File: src/rtl/bcd_display_driver_pkg.sv
// Shared types and segment constants for the BCD display driver.
// Segment patterns are active-low, bit 6..0 = g..a.
package bcd_display_pkg;

    typedef enum logic [1:0] {
        IDLE = 2'd0,
        CONV = 2'd1,
        DONE = 2'd2
    } state_e;

    localparam logic [6:0] SEG_BLANK = 7'b1111111;
    localparam logic [6:0] SEG_DASH  = 7'b0111111;

    localparam logic [6:0] SEG_LUT [16] = '{
        7'b1000000, 7'b1111001, 7'b0100100, 7'b0110000,
        7'b0011001, 7'b0010010, 7'b0000010, 7'b1111000,
        7'b0000000, 7'b0010000, 7'b0001000, 7'b0000011,
        7'b1000110, 7'b0100001, 7'b0000110, 7'b0001110
    };

endpackage

File: src/rtl/bcd_display_driver_if.sv
// Load handshake between the value producer and the display driver.
interface bcd_display_driver_if #(
    parameter int DATA_W = 20
);
    logic [DATA_W-1:0] in_value;
    logic              in_mode;
    logic              in_blank_lz;
    logic              in_valid;
    logic              in_ready;

    modport master (
        output in_value, in_mode, in_blank_lz, in_valid,
        input  in_ready
    );

    modport slave (
        input  in_value, in_mode, in_blank_lz, in_valid,
        output in_ready
    );
endinterface

File: src/rtl/bcd_display_driver_seg7_digit.sv
// Combinational 4-bit to 7-segment decoder covering 0-F.
module seg7_digit
    import bcd_display_pkg::*;
(
    input  logic [3:0] i_nib,
    output logic [6:0] o_seg
);
    assign o_seg = SEG_LUT[i_nib];
endmodule

File: src/rtl/bcd_display_driver.sv
// Multi-digit 7-segment driver: binary in, decimal (double dabble) or hex out.
// Display registers only change on the DONE edge.
module bcd_display_driver
    import bcd_display_pkg::*;
#(
    parameter int NUM_DIGITS = 6,
    parameter int DATA_W     = 20
) (
    input  logic                       clk,
    input  logic                       reset_n,
    bcd_display_driver_if.slave        bus,
    output logic [NUM_DIGITS-1:0][6:0] hex_out,
    output logic                       overflow,
    output logic                       done
);
    localparam int BCD_W = 4 * NUM_DIGITS;
    localparam int EXT_W = (DATA_W > BCD_W) ? DATA_W : BCD_W;
    localparam int CNT_W = (DATA_W > 1) ? $clog2(DATA_W) : 1;

    state_e r_state;
    state_e w_next;

    logic [DATA_W-1:0]          r_val;
    logic [BCD_W-1:0]           r_bcd;
    logic [CNT_W-1:0]           r_cnt;
    logic                       r_mode;
    logic                       r_blz;
    logic                       r_ovf;
    logic [NUM_DIGITS-1:0][6:0] r_hex;
    logic                       r_overflow;
    logic                       r_done;

    logic [BCD_W-1:0]           w_adj;
    logic [EXT_W-1:0]           w_ext;
    logic [BCD_W-1:0]           w_digits;
    logic                       w_fin_ovf;
    logic [NUM_DIGITS-1:0][6:0] w_seg;
    logic [NUM_DIGITS-1:0][6:0] w_disp;
    logic                       w_zero_above;
    logic                       w_accept;

    assign w_accept = (r_state == IDLE) && bus.in_valid;

    // Add-3 is per digit and never carries into the next digit
    always_comb begin
        w_adj = '0;
        for (int d = 0; d < NUM_DIGITS; d++) begin
            if (r_bcd[4*d +: 4] >= 4'd5)
                w_adj[4*d +: 4] = r_bcd[4*d +: 4] + 4'd3;
            else
                w_adj[4*d +: 4] = r_bcd[4*d +: 4];
        end
    end

    assign w_ext     = EXT_W'(r_val);
    assign w_digits  = r_mode ? w_ext[BCD_W-1:0] : r_bcd;
    assign w_fin_ovf = r_mode ? |(w_ext >> BCD_W) : r_ovf;

    for (genvar g = 0; g < NUM_DIGITS; g++) begin : g_seg
        seg7_digit u_seg (
            .i_nib (w_digits[4*g +: 4]),
            .o_seg (w_seg[g])
        );
    end

    // Scan from the top: a digit blanks if it and everything above is zero
    always_comb begin
        w_disp       = '0;
        w_zero_above = 1'b1;
        for (int i = NUM_DIGITS - 1; i >= 0; i--) begin
            w_zero_above = w_zero_above && (w_digits[4*i +: 4] == 4'd0);
            if (w_fin_ovf)
                w_disp[i] = SEG_DASH;
            else if (r_blz && w_zero_above && (i != 0))
                w_disp[i] = SEG_BLANK;
            else
                w_disp[i] = w_seg[i];
        end
    end

    always_comb begin
        w_next = r_state;
        unique case (r_state)
            IDLE: begin
                if (bus.in_valid)
                    w_next = bus.in_mode ? DONE : CONV;
            end
            CONV: begin
                if (r_cnt == '0)
                    w_next = DONE;
            end
            DONE:    w_next = IDLE;
            default: w_next = IDLE;
        endcase
    end

    always_ff @(posedge clk) begin
        if (!reset_n)
            r_state <= IDLE;
        else
            r_state <= w_next;
    end

    always_ff @(posedge clk) begin
        if (!reset_n) begin
            r_val      <= '0;
            r_bcd      <= '0;
            r_cnt      <= '0;
            r_mode     <= 1'b0;
            r_blz      <= 1'b0;
            r_ovf      <= 1'b0;
            r_hex      <= {NUM_DIGITS{SEG_BLANK}};
            r_overflow <= 1'b0;
            r_done     <= 1'b0;
        end else begin
            r_done <= (r_state == DONE);
            if (w_accept) begin
                r_val  <= bus.in_value;
                r_mode <= bus.in_mode;
                r_blz  <= bus.in_blank_lz;
                r_bcd  <= '0;
                r_ovf  <= 1'b0;
                r_cnt  <= CNT_W'(DATA_W - 1);
            end else if (r_state == CONV) begin
                r_bcd <= {w_adj[BCD_W-2:0], r_val[DATA_W-1]};
                r_ovf <= r_ovf | w_adj[BCD_W-1];
                r_val <= r_val << 1;
                r_cnt <= r_cnt - 1'b1;
            end else if (r_state == DONE) begin
                r_hex      <= w_disp;
                r_overflow <= w_fin_ovf;
            end
        end
    end

    assign bus.in_ready = (r_state == IDLE);
    assign hex_out      = r_hex;
    assign overflow     = r_overflow;
    assign done         = r_done;

endmodule

File: src/flat_wrapper.sv
// flat-port wrapper written by rule: the top's interface ports become plain ports
module bcd_display_driver_flat import bcd_display_pkg::*;
#(
    parameter int NUM_DIGITS = 6,
    parameter int DATA_W     = 20
)
  (clk, reset_n, hex_out, overflow, done, bus_in_value, bus_in_mode, bus_in_blank_lz, bus_in_valid, bus_in_ready);
  bcd_display_driver_if #(.DATA_W(DATA_W)) bus_i ();
  input  logic clk;
  input  logic reset_n;
  output logic [NUM_DIGITS-1:0][6:0] hex_out;
  output logic overflow;
  output logic done;
  input wire logic [$bits(bus_i.in_value)-1:0] bus_in_value;
  input wire logic [$bits(bus_i.in_mode)-1:0] bus_in_mode;
  input wire logic [$bits(bus_i.in_blank_lz)-1:0] bus_in_blank_lz;
  input wire logic [$bits(bus_i.in_valid)-1:0] bus_in_valid;
  output wire logic [$bits(bus_i.in_ready)-1:0] bus_in_ready;
  assign bus_i.in_value = bus_in_value;
  assign bus_i.in_mode = bus_in_mode;
  assign bus_i.in_blank_lz = bus_in_blank_lz;
  assign bus_i.in_valid = bus_in_valid;
  assign bus_in_ready = bus_i.in_ready;
  bcd_display_driver #(.NUM_DIGITS(NUM_DIGITS), .DATA_W(DATA_W)) u_core (.clk(clk), .reset_n(reset_n), .bus(bus_i), .hex_out(hex_out), .overflow(overflow), .done(done));
endmodule
File: config.mk
export PLATFORM = sky130hd
export DESIGN_NAME = bcd_display_driver_flat
export DESIGN_NICKNAME = d
export VERILOG_FILES = /design/src/rtl/bcd_display_driver_pkg.sv /design/src/rtl/bcd_display_driver_if.sv /design/src/rtl/bcd_display_driver_seg7_digit.sv /design/src/rtl/bcd_display_driver.sv /design/src/flat_wrapper.sv
export SDC_FILE = /design/constraint.sdc
export NUM_CORES = 1
export LEC_CHECK = 0
export CORE_MARGIN = 2
export CORE_UTILIZATION = 45
export CTS_BUF_LIST = sky130_fd_sc_hd__clkbuf_4 sky130_fd_sc_hd__clkbuf_8 sky130_fd_sc_hd__clkbuf_16
export CTS_CLUSTER_DIAMETER = 120
export CTS_CLUSTER_SIZE = 16
export DETAILED_ROUTE_END_ITERATION = 16
export HOLD_SLACK_MARGIN = 0.06
export PLACE_DENSITY = 0.64
export SLEW_MARGIN = 5
export SYNTH_ARGS = -nofsm -noshare
export SYNTH_HDL_FRONTEND = slang
export SYNTH_SLANG_ARGS = --single-unit
File: constraint.sdc
create_clock -name clk -period 3.6 [get_ports clk]
set_input_delay 0.72 -clock clk [delete_from_list [all_inputs] [get_ports clk]]
set_output_delay 0.72 -clock clk [all_outputs]
set_load 0.01 [all_outputs]
; Word-level counts from Yosys, hierarchy flattened
; Memory sizes are Yosys's and may differ from the RTL's.
; Index checks and enable logic that the tools add are counted.
[classes]
reduce_logical = 21
bitwise_logic = 10
mux = 39
n_lt_le_gt_ge = 12
add_sub_neg = 7
eq_ne = 4
[ops]
columns = cell, n
row1 = 2-to-1 mux 7 bit, 23
row2 = 2-to-1 mux 20 bit, 2
row3 = ">= comparator 5 bit, second input constant", 6
row4 = inverter 4 -> 5 bit, 6
row5 = "adder 4 x 2 -> 4 bit, second input constant", 6
row6 = ">= comparator 4 x 3 -> 1 bit, second input constant", 6
row7 = 2-to-1 mux 24 bit, 1
row8 = 2-to-1 mux 4 bit, 6
row9 = logical NOT 4 bit, 5
row10 = logical AND 1 bit, 10
row11 = 2-to-1 mux 5 bit, 2
row12 = 2-to-1 mux 2 bit, 3
row13 = logical NOT 5 bit, 1
row14 = "subtractor 5 x 1 -> 5 bit, second input constant", 1
row15 = one-hot mux 2 bit (2 select lines), 1
row16 = inverter 1 bit, 3
row17 = AND reduction 3 bit, 1
row18 = "equality test 2 x 1 -> 1 bit, second input constant", 1
row19 = "equality test 2 bit, second input constant", 1
row20 = logical NOT 2 bit, 1
row21 = "inequality test 2 x 1 -> 1 bit, second input constant", 1
row22 = "inequality test 2 bit, second input constant", 1
row23 = AND reduction 2 bit, 1
row24 = nonzero test 2 bit, 1
row25 = 3 further kinds, 3
[word_totals]
output_inout_bits = 45
regBits = 98
wordCells = 115
mem_bits_ro = 672
input_bits = 25
n_memories = 6
[memory_table]
columns = memory, depth, width, read_ports, rd_clocked_by_memory_dff, wr, line_no
row1 = (no name shown), 16, 7, 1, 0, 0, bcd_display_driver_seg7_digit.sv:8  ; assign o_seg = SEG_LUT[i_nib];
row2 = (no name shown), 16, 7, 1, 0, 0, bcd_display_driver_seg7_digit.sv:8
row3 = (no name shown), 16, 7, 1, 0, 0, bcd_display_driver_seg7_digit.sv:8
row4 = (no name shown), 16, 7, 1, 0, 0, bcd_display_driver_seg7_digit.sv:8
row5 = (no name shown), 16, 7, 1, 0, 0, bcd_display_driver_seg7_digit.sv:8
row6 = (no name shown), 16, 7, 1, 0, 0, bcd_display_driver_seg7_digit.sv:8

; Depth between registers and ports, before layout
[depth]
depth_word = 9
mapped_depth = 11
mapped_depth_nobuf = 9

; Cells and area by module
; A second synthesis with hierarchy kept.
[hier_totals]
cells_unflattened = 710
hier_area_um2 = 6063.3
[modules_own_cells]
columns = module, cells_per_inst, seq_area_each_um2, n_inst, area_per_inst_um2
row1 = bcd_display_driver, 511, 1961.9, 1, 4449.3
row2 = seg7_digit (u_core.g_seg[3].u_seg ...), 32, 0.0, 3, 275.3
row3 = seg7_digit (u_core.g_seg[1].u_seg), 35, 0.0, 1, 271.5
row4 = seg7_digit (u_core.g_seg[2].u_seg), 33, 0.0, 1, 269.0
row5 = seg7_digit (u_core.g_seg[0].u_seg), 35, 0.0, 1, 247.7

; Worst setup path before layout
; Ideal clock, no wire load.
[synth_timing]
kind = reg-to-reg
from = register u_core.r_mode
to = register u_core.r_hex (netlist bit u_core.hex_out[10])
required_ps = 3531
period_less_slack_ps = 2602
setup_slack_ps = 998
stages_incl_launch_ff = 11
setup_ps = 69
path_buffers = 3
arrival_ps = 2533
cell_sequence = dfxtp_1 buf_6 buf_6 buf_2 mux2i_1 ha_1 and3_1 o211ai_2 o41ai_4 a211oi_1 o21ai_1
[synth_via]
elab_chain_len = 9
word_cells_on_any_way = 18
classes_between = mux (6) / bitwise (1) / reduce/logical (10) / memory (1)
[synth_rtl]
columns = element, line_no
row1 = "start, declared", bcd_display_driver.sv:26  ; logic r_mode;
row2 = "start signal, assigned", bcd_display_driver.sv:119  ; r_mode <= bus.in_mode;
row3 = "parallel branches: the longest is 8 deep, another holds memory (16 x 7 bit)", --
row4 = 2-to-1 mux 7 bit *, bcd_display_driver.sv:72  ; if (w_fin_ovf)
row5 = "end signal, assigned", bcd_display_driver.sv:112  ; r_hex <= {NUM_DIGITS{SEG_BLANK}};
row6 = "end signal, assigned", bcd_display_driver.sv:130  ; r_hex <= w_disp;
row7 = "end, declared", bcd_display_driver.sv:29  ; logic [NUM_DIGITS-1:0][6:0] r_hex;
; Mark *: on every way between the ends. The select of a mux whose other input is x is not followed.
; A chain may end at the register's enable or synchronous reset.

; Final worst setup path
; Ends and elaborated chain as after synthesis.

==> metrics.txt <==
GP Congestion=0.914; share of layout cells above drive strength 1=7.92%; num rows=42; Post-synth EDFFs=0; Async S/R FF share, synth=0%; Clock Sinks=98; Rel. slew slack=37.3%; pre-CTS WS=828 ps; commonest cells after routing, fill and taps aside=dfxtp_1, nand2_1, a21oi_1; Setup-failing EPs final=0; PortBufs=69; RR Endpoint=u_core.hex_out[10]; Max Slew Vio Count=0; Area growth, synth to finish=18.3%; Crit path arrival time=3010 ps; ant diodes=0; Mapped Area=5970 µm²; Worst R2R Start=u_core.r_mode; hold_sp=u_core.overflow; commonest non-fill, non-tap cell in the layout=dfxtp_1; Max Used Layer=met4; Post-DRT Antenna Nets=0; slack of the critical path=847 ps; Global Route Usage Sum=21.6%; kind of critical path=flop to flop; clk slew on worst S/H paths=60 ps; initial antenna violation count=0; I/O Pins=70; Worst-Skew Late Latency=340 ps; final period utilization=76.5%; GR Overflow Total=0; slowest CP cell=o41ai_4; Met2 Wirelength=6840 µm; max-cap violations=0; post-synthesis sequential area ratio=32.8%; WL met3=553 µm; vias in the first global route=5050; Finished Core Util=54.0%; vias=5413; syn nets=804; Final Instance Count excl. Fillers=959; reg2reg path depth=8; hold bufs inserted after CTS=0; first-pass GRT wire length=24800 µm; CTS tree=built; DRT Wirelength=15100 µm; root buffer cell=clkbuf_16; wl on met1=7400 µm; DRT iter0 DRCs=403; pwr/cell area=366 nW/µm²; placed cells=945; Critical Path Source Type=flop; Vias/cell=5.64; CTS resizes=0; post-CTS setup-driven buffer insertion count=0; cells after synthesis=730; clk_skew=7.22 ps; family with the most delay on the worst path=compound AO/OA/AOI/OAI gates; min-delay worst type=flop to flop; Crit. End Element=flop; fin nets=854; Critical Path RT=3860 ps; Worst Path Max Fanout=19; R2R setup slack=850 ps; Largest stage delay, worst path=610 ps; CP bufs+invs=1; setup TNS=0 ps; ys flop type=dfxtp_1; Peak supply drop=0.191 mV; hpwl dp=11200 µm; status=completed; Core Region=13100 µm²; Synth cell types=65; htree depth=3; Fin. Hold Viols=0; Chip Height=119 µm; Seq cells post-synth=98; Fmax achieved=0.363 GHz; largest net degree at the start of global routing=37; Initial Util=45.6%; design area=7070 µm²; area post-placement=6780 µm²; CP startpoint=u_core.r_mode; Yosys warnings=0; DRC violations left=0; Leak=2.69 nW; area of the die=14200 µm²; Hold Crit Endpoint=u_core.overflow; DR pass1 iterations=5; hold path depth=2; fin crit period=2750 ps; RSZ-0062 raised after global routing=false; slew at the pin closest to its max-slew limit=938 ps; Clock Tree Buf Depth=2; Synth Area per Inst=8.18 µm²; CTS buffer count=9; Avg WL per Cell=15.7 µm; Die Width=119 µm; worst path cell trace=inv_1 -> nand2_1 -> ha_1 -> and3_1 -> o211ai_2 -> o41ai_4 -> a211oi_1 -> o21ai_1
==> power by group <==
part	leakage, nW	switching [mW]	internal (mW)
clock	0.147	0.382	0.566
combinational	1.74	0.234	0.202
sequential	0.801	0.0544	1.15
total	2.69	0.670	1.92
==> per-layer routing <==
metal,up-vias,global-route usage [%]
met5,-,0
met1,2583,29.9
li1,2688,-
met4,0,8.18
met3,20,2.97
met2,122,34.3
==> final cells by class <==
cell class              instances  area (µm²)
multi-input cells             558        3700
repair buffers                 78         758
well taps                     176         220
clock buffers                  11         253
clock inverters                 3        40.0
flip-flops and latches         98        1960
inverters                      35         131
fillers                      1193        6020
==> cell families after synthesis <==
logic type,after synthesis,synth area share [%]
compound gates,225,23.9
xor+xnor,16,2.35
fa+ha+maj,49,10.3
buf+inv,74,5.26
flops,98,32.8
mux,40,8.17
simple gates,228,17.2
==> cells in the mapped netlist (2+ instances only) <==
cell,n,area [µm²]
nor3b_1,4,30.0
nor4_1,3,18.8
a21oi_1,76,380
o221ai_1,2,17.5
a221oi_1,7,61.3
a22oi_1,20,150
xor2_1,6,52.6
o311ai_0,2,17.5
nor2_1,65,244
o22a_1,2,17.5
a211oi_1,9,67.6
a31o_2,2,17.5
o21ai_1,11,55.1
nor2b_1,7,43.8
and2_1,7,43.8
clkbuf_1,30,113
nand2_1,91,342
a22o_1,2,17.5
nand3_1,19,95.1
a2111oi_0,2,17.5
o22ai_1,14,87.6
xnor2_1,10,87.6
nor2_2,2,12.5
buf_6,4,45.0
dfxtp_1,98,1960
mux2_2,12,135
inv_1,34,128
o211ai_1,4,30.0
nor3_1,12,60.1
nand2b_1,11,68.8
buf_2,5,25.0
a31oi_1,5,31.3
mux2i_2,7,96.3
a221o_1,4,40.0
o21ai_0,47,235
ha_1,49,613
mux2i_1,17,170
==> worst max path at each step <==
stage | end | slack [ps] | depth (start not counted)
floorplan | u_core.hex_out[10] | 1000 | 10
global placement | u_core.r_bcd[15] | 850 | 3
detailed placement | u_core.r_bcd[15] | 830 | 3
CTS | u_core.hex_out[10] | 860 | 8
global route | u_core.hex_out[10] | 630 | 8
finish | u_core.hex_out[10] | 850 | 8
==> flip-flops by register name, indices dropped and copies added (netlist names) <==
register         flops
u_core.overflow      1
u_core.r_blz         1
u_core.r_state       2
u_core.r_val        20
u_core.r_mode        1
u_core.r_bcd        24
u_core.done          1
u_core.hex_out      42
u_core.r_cnt         5
u_core.r_ovf         1
==> worst min-delay path, stage by stage (launching register included) <==
cell and delay, ps:
dfxtp_1 310, nand2_1 50, a21oi_1 50
==> per-stage QoR <==
| step | hold slack [ps] | total power [mW] |
|---|---|---|
| floorplan | 446 | 1.48 |
| global placement | 448 | 1.65 |
| detailed placement | 453 | 1.66 |
| CTS | 464 | 2.61 |
| global route | 498 | 2.69 |
| finish | 460 | 2.59 |
Power figures use the tool's default switching activity.
